## src/rtl/move_scheduler_if.sv

```systemverilog
// Collision-query channel between the move scheduler (master) and the playfield checker (slave).
interface move_scheduler_if;
    logic       chk_req;
    logic [7:0] chk_loc;
    logic       chk_rot;
    logic       chk_ack;
    logic       chk_collide;

    modport master (output chk_req, chk_loc, chk_rot, input chk_ack, chk_collide);
    modport slave  (input chk_req, chk_loc, chk_rot, output chk_ack, chk_collide);
endinterface

```

## src/rtl/move_scheduler.sv

```systemverilog
// Arbitrates key and gravity requests for the falling piece and runs collision queries.
// Define SOFT_DROP_EN to shorten the gravity period to FALL_PERIOD/8 while soft_drop is high.
module move_scheduler #(
    parameter int unsigned FALL_PERIOD = 50000000
) (
    input  logic             clk,
    input  logic             rst_n,
    input  logic             enable,
    input  logic [7:0]       location,
    input  logic             key_left,
    input  logic             key_right,
    input  logic             key_rotate,
    input  logic             key_drop,
    input  logic             soft_drop,
    move_scheduler_if.master chk,
    output logic             en_fall,
    output logic             move_valid,
    output logic [7:0]       location_move,
    output logic             rotate_go,
    output logic             done_tobottom,
    output logic [7:0]       location_tobottom,
    output logic             lock,
    output logic             busy
);

    localparam int unsigned CW = (FALL_PERIOD > 1) ? $clog2(FALL_PERIOD) : 1;
    localparam logic [CW-1:0] TERM_SLOW = CW'(FALL_PERIOD - 1);

    localparam logic [1:0] ST_IDLE   = 2'd0;
    localparam logic [1:0] ST_QUERY  = 2'd1;
    localparam logic [1:0] ST_DROP_Q = 2'd2;
    localparam logic [1:0] ST_REPORT = 2'd3;

    localparam logic [1:0] RQ_FALL  = 2'd0;
    localparam logic [1:0] RQ_ROT   = 2'd1;
    localparam logic [1:0] RQ_LEFT  = 2'd2;
    localparam logic [1:0] RQ_RIGHT = 2'd3;

    localparam int unsigned P_RIGHT = 0;
    localparam int unsigned P_LEFT  = 1;
    localparam int unsigned P_ROT   = 2;
    localparam int unsigned P_FALL  = 3;
    localparam int unsigned P_DROP  = 4;

    logic [1:0]    state_q, state_d;
    logic [1:0]    rq_q, rq_d;
    logic [CW-1:0] cnt_q, cnt_d, term;
    logic          tick;
    logic [4:0]    pend_q, pend_d, pend_all;
    logic [7:0]    work_q, work_d;
    logic [7:0]    col;
    logic          chk_req_q, chk_req_d;
    logic [7:0]    chk_loc_q, chk_loc_d;
    logic          chk_rot_q, chk_rot_d;
    logic          fall_q, fall_d, move_q, move_d, rot_q, rot_d;
    logic          done_q, done_d, lock_q, lock_d;
    logic [7:0]    loc_move_q, loc_move_d, loc_bot_q, loc_bot_d;

`ifdef SOFT_DROP_EN
    localparam logic [CW-1:0] TERM_FAST = CW'(FALL_PERIOD / 8 - 1);
    assign term = soft_drop ? TERM_FAST : TERM_SLOW;
`else
    logic unused_soft_drop;
    assign unused_soft_drop = soft_drop;
    assign term = TERM_SLOW;
`endif

    // >= so that switching to the shorter period past its terminal count wraps at once
    assign tick = enable && (cnt_q >= term);
    assign col  = location % 8'd10;

    always_comb begin
        if (!enable || tick) cnt_d = '0;
        else                 cnt_d = cnt_q + CW'(1);
    end

    always_comb begin
        state_d    = state_q;
        rq_d       = rq_q;
        work_d     = work_q;
        chk_req_d  = chk_req_q;
        chk_loc_d  = chk_loc_q;
        chk_rot_d  = chk_rot_q;
        fall_d     = 1'b0;
        move_d     = 1'b0;
        rot_d      = 1'b0;
        done_d     = 1'b0;
        lock_d     = 1'b0;
        loc_move_d = loc_move_q;
        loc_bot_d  = loc_bot_q;
        pend_all   = pend_q | {key_drop, tick, key_rotate, key_left, key_right};
        pend_d     = pend_all;

        if (!enable) begin
            state_d   = ST_IDLE;
            chk_req_d = 1'b0;
            pend_d    = '0;
        end else begin
            unique case (state_q)
                ST_IDLE: begin
                    if (pend_all[P_DROP]) begin
                        pend_d[P_DROP] = 1'b0;
                        if (location < 8'd10) begin
                            done_d    = 1'b1;
                            loc_bot_d = location;
                            state_d   = ST_REPORT;
                        end else begin
                            work_d    = location;
                            chk_req_d = 1'b1;
                            chk_loc_d = location - 8'd10;
                            chk_rot_d = 1'b0;
                            state_d   = ST_DROP_Q;
                        end
                    end else if (pend_all[P_FALL]) begin
                        pend_d[P_FALL] = 1'b0;
                        if (location < 8'd10) begin
                            lock_d = 1'b1;
                        end else begin
                            rq_d      = RQ_FALL;
                            chk_req_d = 1'b1;
                            chk_loc_d = location - 8'd10;
                            chk_rot_d = 1'b0;
                            state_d   = ST_QUERY;
                        end
                    end else if (pend_all[P_ROT]) begin
                        pend_d[P_ROT] = 1'b0;
                        rq_d          = RQ_ROT;
                        chk_req_d     = 1'b1;
                        chk_loc_d     = location;
                        chk_rot_d     = 1'b1;
                        state_d       = ST_QUERY;
                    end else if (pend_all[P_LEFT]) begin
                        pend_d[P_LEFT] = 1'b0;
                        if (col != 8'd0) begin
                            rq_d      = RQ_LEFT;
                            chk_req_d = 1'b1;
                            chk_loc_d = location - 8'd1;
                            chk_rot_d = 1'b0;
                            state_d   = ST_QUERY;
                        end
                    end else if (pend_all[P_RIGHT]) begin
                        pend_d[P_RIGHT] = 1'b0;
                        if (col != 8'd9) begin
                            rq_d      = RQ_RIGHT;
                            chk_req_d = 1'b1;
                            chk_loc_d = location + 8'd1;
                            chk_rot_d = 1'b0;
                            state_d   = ST_QUERY;
                        end
                    end
                end
                ST_QUERY: begin
                    if (chk.chk_ack) begin
                        chk_req_d = 1'b0;
                        chk_rot_d = 1'b0;
                        state_d   = ST_IDLE;
                        if (!chk.chk_collide) begin
                            unique case (rq_q)
                                RQ_FALL: fall_d = 1'b1;
                                RQ_ROT:  rot_d  = 1'b1;
                                RQ_LEFT, RQ_RIGHT: begin
                                    move_d     = 1'b1;
                                    loc_move_d = chk_loc_q;
                                end
                            endcase
                        end else if (rq_q == RQ_FALL) begin
                            lock_d = 1'b1;
                        end
                    end
                end
                ST_DROP_Q: begin
                    // Requests seen during a hard drop are meaningless once it lands
                    pend_d = '0;
                    if (chk.chk_ack) begin
                        if (chk.chk_collide || chk_loc_q < 8'd10) begin
                            done_d    = 1'b1;
                            loc_bot_d = chk.chk_collide ? work_q : chk_loc_q;
                            chk_req_d = 1'b0;
                            state_d   = ST_REPORT;
                        end else begin
                            work_d    = chk_loc_q;
                            chk_loc_d = chk_loc_q - 8'd10;
                        end
                    end
                end
                ST_REPORT: begin
                    pend_d  = '0;
                    lock_d  = 1'b1;
                    state_d = ST_IDLE;
                end
            endcase
        end
    end

    always_ff @(posedge clk or negedge rst_n) begin
        if (!rst_n) begin
            state_q    <= ST_IDLE;
            rq_q       <= RQ_FALL;
            cnt_q      <= '0;
            pend_q     <= '0;
            work_q     <= '0;
            chk_req_q  <= 1'b0;
            chk_loc_q  <= '0;
            chk_rot_q  <= 1'b0;
            fall_q     <= 1'b0;
            move_q     <= 1'b0;
            rot_q      <= 1'b0;
            done_q     <= 1'b0;
            lock_q     <= 1'b0;
            loc_move_q <= 8'd194;
            loc_bot_q  <= 8'd194;
        end else begin
            state_q    <= state_d;
            rq_q       <= rq_d;
            cnt_q      <= cnt_d;
            pend_q     <= pend_d;
            work_q     <= work_d;
            chk_req_q  <= chk_req_d;
            chk_loc_q  <= chk_loc_d;
            chk_rot_q  <= chk_rot_d;
            fall_q     <= fall_d;
            move_q     <= move_d;
            rot_q      <= rot_d;
            done_q     <= done_d;
            lock_q     <= lock_d;
            loc_move_q <= loc_move_d;
            loc_bot_q  <= loc_bot_d;
        end
    end

    assign chk.chk_req       = chk_req_q;
    assign chk.chk_loc       = chk_loc_q;
    assign chk.chk_rot       = chk_rot_q;
    assign en_fall           = fall_q & enable;
    assign move_valid        = move_q & enable;
    assign rotate_go         = rot_q & enable;
    assign done_tobottom     = done_q & enable;
    assign lock              = lock_q & enable;
    assign location_move     = loc_move_q;
    assign location_tobottom = loc_bot_q;
    assign busy              = (state_q != ST_IDLE);

endmodule

```

## src/flat_wrapper.sv

```systemverilog
// flat-port wrapper written by rule: the top's interface ports become plain ports
module move_scheduler_flat 
#(
    parameter int unsigned FALL_PERIOD = 50000000
)
  (clk, rst_n, enable, location, key_left, key_right, key_rotate, key_drop, soft_drop, en_fall, move_valid, location_move, rotate_go, done_tobottom, location_tobottom, lock, busy, chk_chk_req, chk_chk_loc, chk_chk_rot, chk_chk_ack, chk_chk_collide);
  move_scheduler_if chk_i ();
  input  logic clk;
  input  logic rst_n;
  input  logic enable;
  input  logic [7:0] location;
  input  logic key_left;
  input  logic key_right;
  input  logic key_rotate;
  input  logic key_drop;
  input  logic soft_drop;
  output logic en_fall;
  output logic move_valid;
  output logic [7:0] location_move;
  output logic rotate_go;
  output logic done_tobottom;
  output logic [7:0] location_tobottom;
  output logic lock;
  output logic busy;
  output wire logic [$bits(chk_i.chk_req)-1:0] chk_chk_req;
  output wire logic [$bits(chk_i.chk_loc)-1:0] chk_chk_loc;
  output wire logic [$bits(chk_i.chk_rot)-1:0] chk_chk_rot;
  input wire logic [$bits(chk_i.chk_ack)-1:0] chk_chk_ack;
  input wire logic [$bits(chk_i.chk_collide)-1:0] chk_chk_collide;
  assign chk_chk_req = chk_i.chk_req;
  assign chk_chk_loc = chk_i.chk_loc;
  assign chk_chk_rot = chk_i.chk_rot;
  assign chk_i.chk_ack = chk_chk_ack;
  assign chk_i.chk_collide = chk_chk_collide;
  move_scheduler #(.FALL_PERIOD(FALL_PERIOD)) u_core (.clk(clk), .rst_n(rst_n), .enable(enable), .location(location), .key_left(key_left), .key_right(key_right), .key_rotate(key_rotate), .key_drop(key_drop), .soft_drop(soft_drop), .chk(chk_i), .en_fall(en_fall), .move_valid(move_valid), .location_move(location_move), .rotate_go(rotate_go), .done_tobottom(done_tobottom), .location_tobottom(location_tobottom), .lock(lock), .busy(busy));
endmodule
```

## config.mk

```make
export PLATFORM = sky130hd
export DESIGN_NAME = move_scheduler_flat
export DESIGN_NICKNAME = d
export VERILOG_FILES = /design/src/rtl/move_scheduler_if.sv /design/src/rtl/move_scheduler.sv /design/src/flat_wrapper.sv
export SDC_FILE = /design/constraint.sdc
export NUM_CORES = 1
export LEC_CHECK = 0
export ABC_CLOCK_PERIOD_IN_PS = 4490
export CAP_MARGIN = 20
export CORE_AREA = 5 5 152 81
export DETAILED_ROUTE_END_ITERATION = 16
export DIE_AREA = 0 0 157 86
export PLACE_DENSITY = 0.84
export SYNTH_ARGS = -nofsm -noshare
export SYNTH_HDL_FRONTEND = slang
export SYNTH_SLANG_ARGS = --single-unit
```

## constraint.sdc

```tcl
create_clock -name clk -period 4.49 [get_ports clk]
set_input_delay 0.898 -clock clk [delete_from_list [all_inputs] [get_ports clk]]
set_output_delay 0.898 -clock clk [all_outputs]
set_load 0.01 [all_outputs]
```

# After elaboration in Yosys (flattened, before gate mapping)
# Index checks and enable logic that the tools add are counted.
[totals]
regBits = 74
wordCells = 180
output_inout_bits = 32
inputBits = 18
[op_classes]
n_reduce_logical = 22
bitwise = 8
magnitude_cmp = 3
n_eq_ne = 27
div = 1
mux = 99
add_sub_neg = 5
[op_table]
columns = ["cell", "n"]
rows = [
  ["$mux 8", 19],
  ["$pmux 8 s2", 3],
  ["$mux 1", 47],
  ["$mux 2", 20],
  ["$reduce_and 7->1", 4],
  ["$add 26x1->26 const B", 1],
  ["$ge 26x26->1 const B", 1],
  ["$mux 26", 1],
  ["$reduce_and 6->1", 3],
  ["$lt 8x4->1 const B", 2],
  ["$sub 8x4->8 const B", 2],
  ["$ne 7x2->1 const B", 2],
  ["$ne 6x1->1 const B", 2],
  ["$ne 2x2->1 const B", 5],
  ["$pmux 5 s2", 1],
  ["$add 8x1->8 const B", 1],
  ["$eq 2x2->1 const B", 4],
  ["$mod 8x4->8 const B", 1],
  ["$ne 8x4->1 const B", 1],
  ["$pmux 2 s4", 1],
  ["$reduce_bool 4->1", 2],
  ["$reduce_bool 8->1", 1],
  ["$sub 8x1->8 const B", 1],
  ["$ne 7x4->1 const B", 1],
  ["23 further kinds", 39],
]

# Longest topological paths before layout
[depth]
ltp_word = 10
depth_mapped = 19
depth_no_buf = 16

# Worst setup path before layout
# No wires, ideal clock.
[synth_timing]
path_type = "in2reg"
from = "input port location[1]"
to = "register u_core.chk_loc_q[1], in the netlist u_core.chk.chk_loc[1]"
stages = 18
setup_slack_ns = -0.387
path_buffers = 3
arrival_time_ns = 4.753
setup_ns = 0.125
required_time_ns = 4.365
cell_sequence = "buf_2 inv_1 ha_1 or3b_1 buf_6 or2_1 and4_4 a211o_4 buf_6 o31ai_2 a21oi_2 nor2_1 o211ai_1 a21oi_2 mux2i_1 o221ai_2 nor2_1 mux2_2"
[synth_via]
elab_chain_len = 8
word_cells_on_any_way = 19
cone_classes = "3 x add/sub; 1 x div; 1 x order compare; 3 x eq/ne; 9 x mux; 2 x reduce/logical"
[synth_rtl]
columns = ["element", "line", "source"]
rows = [
  ["start: declaration", "flat_wrapper.sv:11", "input logic [7:0] location;"],
  ["branches (longest 8 deep; another with $mod 8x4->8)", "--", ""],
  ["end signal: assignment", "move_scheduler.sv:219", "chk_loc_q <= chk_loc_d;"],
  ["end: declaration", "move_scheduler.sv:53", "logic [7:0] chk_loc_q, chk_loc_d;"],
]
# Several ways; the timed one is not identified. The select of a mux whose other input is x is not followed.
# A chain may end at the register's enable or synchronous reset.

# Worst setup path in the final report
[layout_timing]
from = "input port location[2]"
to = "register u_core.chk_loc_q[1], in the netlist u_core.chk.chk_loc[1]"
[layout_via]
elab_chain_len = 5
word_cells_on_any_way = 11
cone_classes = "1 x div; 1 x order compare; 3 x eq/ne; 4 x mux; 2 x reduce/logical"
[layout_rtl]
columns = ["element"]
rows = [
  ["branches (longest 5 deep; another with $mod 8x4->8)"],
]
# Several ways; the timed one is not identified.

==> impl_metrics.tcl <==
set metrics [dict create \
    grt-ovfl-total 0 \
    required_ns 4.71 \
    finalInstanceArea_um2 7810 \
    root_buffer "clkbuf_16" \
    synthDistinctLibCells 85 \
    power_mw 3.69 \
    layout_commonest_cell "buf_4" \
    final_nets 852 \
    hold_ws_ns 0.423 \
    multi_input_area_um2 4010 \
    top_usage_layer "met2" \
    setup_tns_ns -2.96 \
    hold_viol 0 \
    use_met1_pct 42.1 \
    hold_path.class "in -> async" \
    clk_pin_slew_ns 0.06 \
    fin_crit_ns 4.76 \
    cp-endpoint "u_core.chk.chk_loc[1]" \
    die_x_um 157 \
    n_fill_cell 782 \
    yosysWarnings 0 \
    instances_no_fill 966 \
    cts_buffers 9 \
    first_iter_violations 770 \
    crit_arrival_ns 4.98 \
    hold_buffers 0 \
    ys_async_sr_fraction_pct 100 \
    outcome "finished with violations" \
    cap_violations 0 \
    start_kind "input pin" \
    port_buffers 48 \
    use_met3_pct 8.17 \
    rsz0062_at_grt "true" \
    ys_seq_elements 74 \
    layout_common_cells "buf_4 (90), nor2_1 (86), nand2_1 (68), dfrtp_1 (68), a21oi_1 (46)" \
    layout-drive-gt1-share_pct 26.2 \
    rr_worst_depth 14 \
    clock_sinks 74 \
    ant_nets 0 \
    syn_area_per_cell_um2 8.28 \
    rrSetupSlack_ns 0.69 \
    globalRouteMet2Util_pct 42.6 \
    drc 0 \
    gp_congestion 0.967 \
    netlist.top_cell.by_area "dfrtp_1" \
    worstSetupEndpointType "flop" \
    syn_area_um2 5750 \
    grt_pass1_vias 5985 \
    fin_crit_sh_pct 106 \
    max_clock_freq_mhz 210 \
    dpl.hpwl_mm 13.8 \
    tightest_slew_ns 0.914 \
    grt_start_max_net_pins 47 \
    grtUsageTotal_pct 28.9 \
    synth_seq_area_share_pct 32.3 \
    r2r_start "u_core.cnt_q[8]" \
    synthesis.nets 731 \
    postSynthCellCount 695 \
    ys.flop_type "dfrtp_1" \
    ios 50 \
    setup_ws_ns -0.265 \
    worstReg2RegEnd "u_core.chk.chk_loc[1]" \
    skew_ns 0.00701 \
    via_per_inst 6.48 \
    die_h_um 86 \
    cp-startpoint "location[2]" \
    dp_cells 931 \
    diodes 0 \
    vias 6255 \
    critPathMaxFanout 8 \
    slew_viol_final 0 \
    p_leak_nw 3.25 \
    totalWireLength_mm 20.4 \
    area_delta_synth_final_pct 35.7 \
    synth.area.top_cells "dfrtp_1 (30%), nor2_1 (5.8%), nand2_1 (4.5%), a21oi_1 (4.4%), ha_1 (3.7%)" \
    rows 27 \
    ir_drop_mv 0.352 \
    dr.pass1.iters 6 \
    start_util_pct 53.4 \
    core_um2 10800 \
    antenna_found_initial 0 \
    htreeDepth 3 \
    power_density_nw_per_um2 473 \
    finalSetupViolCount 14 \
    synth_top_area_share_pct 29.6 \
    violations "setup timing" \
    clk_latency_ns 0.34 \
    grt_pass1_wl_mm 31.0 \
    slew_headroom_pct 38.9 \
    die_area_um2 13500 \
    avgRoutedWirePerCell_um 21.2 \
    synth-edff-count 0 \
    tritoncts "done" \
    placed_area_um2 6980 \
    crit_type "in -> reg" \
    clockBufferDepth 2 \
    seqCellArea_um2 1860 \
]
[per-stage QoR]
stage,worst slack (ns),util [%]
2_1_floorplan,-0.136,-
3_3_place_gp,-0.861,64.8
3_5_place_dp,-0.982,64.8
4_1_cts,-0.0956,70.3
5_1_grt,-0.351,72.5
6_report,-0.265,72.5
[flip-flops by register name, summed over array words and instances (netlist names)]
signal / flops
u_core.fall_q: 1
u_core.lock_q: 1
u_core.chk.chk_loc: 8
u_core.done_q: 1
u_core.cnt_q: 26
u_core.chk.chk_rot: 1
u_core.location_move: 8
u_core.state_q: 2
u_core.rot_q: 1
u_core.work_q: 8
u_core.chk.chk_req: 1
u_core.pend_q: 5
u_core.location_tobottom: 8
u_core.move_q: 1
u_core.rq_q: 2
[area by class of cell]
class	count	area share, %
Sequential cell	74	23.8
Clock inverter	4	1.27
Clock buffer	12	3.16
Tap cell	145	2.32
Timing Repair Buffer	152	17.0
Multi-Input combinational cell	559	51.4
Inverter	20	1.11
[report_power, final]
part | total, mW | internal (mW) | switching [mW]
combinational | 1.77 | 0.812 | 0.958
sequential | 1.07 | 0.867 | 0.204
clock | 0.849 | 0.560 | 0.289
total | 3.69 | 2.24 | 1.45
[kinds of logic (layout without fill, tap and decap cells)]
family	count (synthesis)	after routing	share of synthesized area, %
xor gates and xnor gates	36	36	5.48
and+or+nand+nor	278	278	23.4
buffers and inverters	62	188	4.48
AOI/OAI and AO/OA	197	197	24.6
DFF	74	74	32.3
adders and majority gates	18	18	4.04
muxes	30	30	5.61
[Yosys cell counts, drive strengths merged, types with 4 or more instances]
master	count
a21oi	54
and3	8
inv	20
dfstp	6
xnor2	18
and4	6
nor2b	5
nor4	4
a22oi	4
nor3b	6
nor2	90
or2	9
nor3	11
nand3	22
dfrtp	68
a31oi	6
nand2b	12
nand2	69
nand4	11
o211ai	14
a211oi	14
xor2	18
o31ai	8
a21o	8
o21ai	38
and2	13
buf	11
mux2	12
clkbuf	31
ha	17
mux2i	18
a32o	4
[worst min-delay path by stage]
stage                     slack (ns)                      end               startpoint  cells past startpoint
after floorplan                 0.45            u_core.fall_q           u_core.rq_q[0]                      1
final                           0.42         u_core.pend_q[4]                    rst_n                      1
after global routing            0.43             u_core.rot_q                    rst_n                      1
after global placement          0.45  u_core.location_move[6]  u_core.location_move[6]                      2
after detailed placement        0.46  u_core.location_move[7]  u_core.location_move[7]                      2
after CTS                       0.47  u_core.location_move[7]  u_core.location_move[7]                      2
[critical path, stage by stage]
cell	delay [ns]
buf_8	0.08
clkinvlp_4	0.12
ha_4	0.20
or3b_4	0.40
or2_4	0.24
and4_4	0.17
a211o_4	0.35
buf_6	0.15
mux2_4	0.24
a31oi_4	0.11
buf_4	0.15
a21oi_2	0.21
o211ai_1	0.16
buf_4	0.18
a21oi_4	0.23
mux2i_4	0.33
o221ai_4	0.16
buf_12	0.17
nor2_4	0.11
mux2_4	0.32
[timing repair]
item,4_1_cts,5_1_grt
pin swaps,30,24
setup endpoints to repair,14,14
setup buffers,12,7
gates resized for setup,43,34
[metal layers]
| metal | vias up | part of all wire, % | routed length, um |
|---|---|---|---|
| li1 | 2756 | - | - |
| met1 | 3009 | 43 | 8720 |
| met2 | 411 | 43 | 8870 |
| met3 | 79 | 11 | 2310 |
| met4 | 0 | 2.6 | 535 |
| met5 | - | 0 | 0 |
Note: power is estimated with default switching activity, not from simulation.
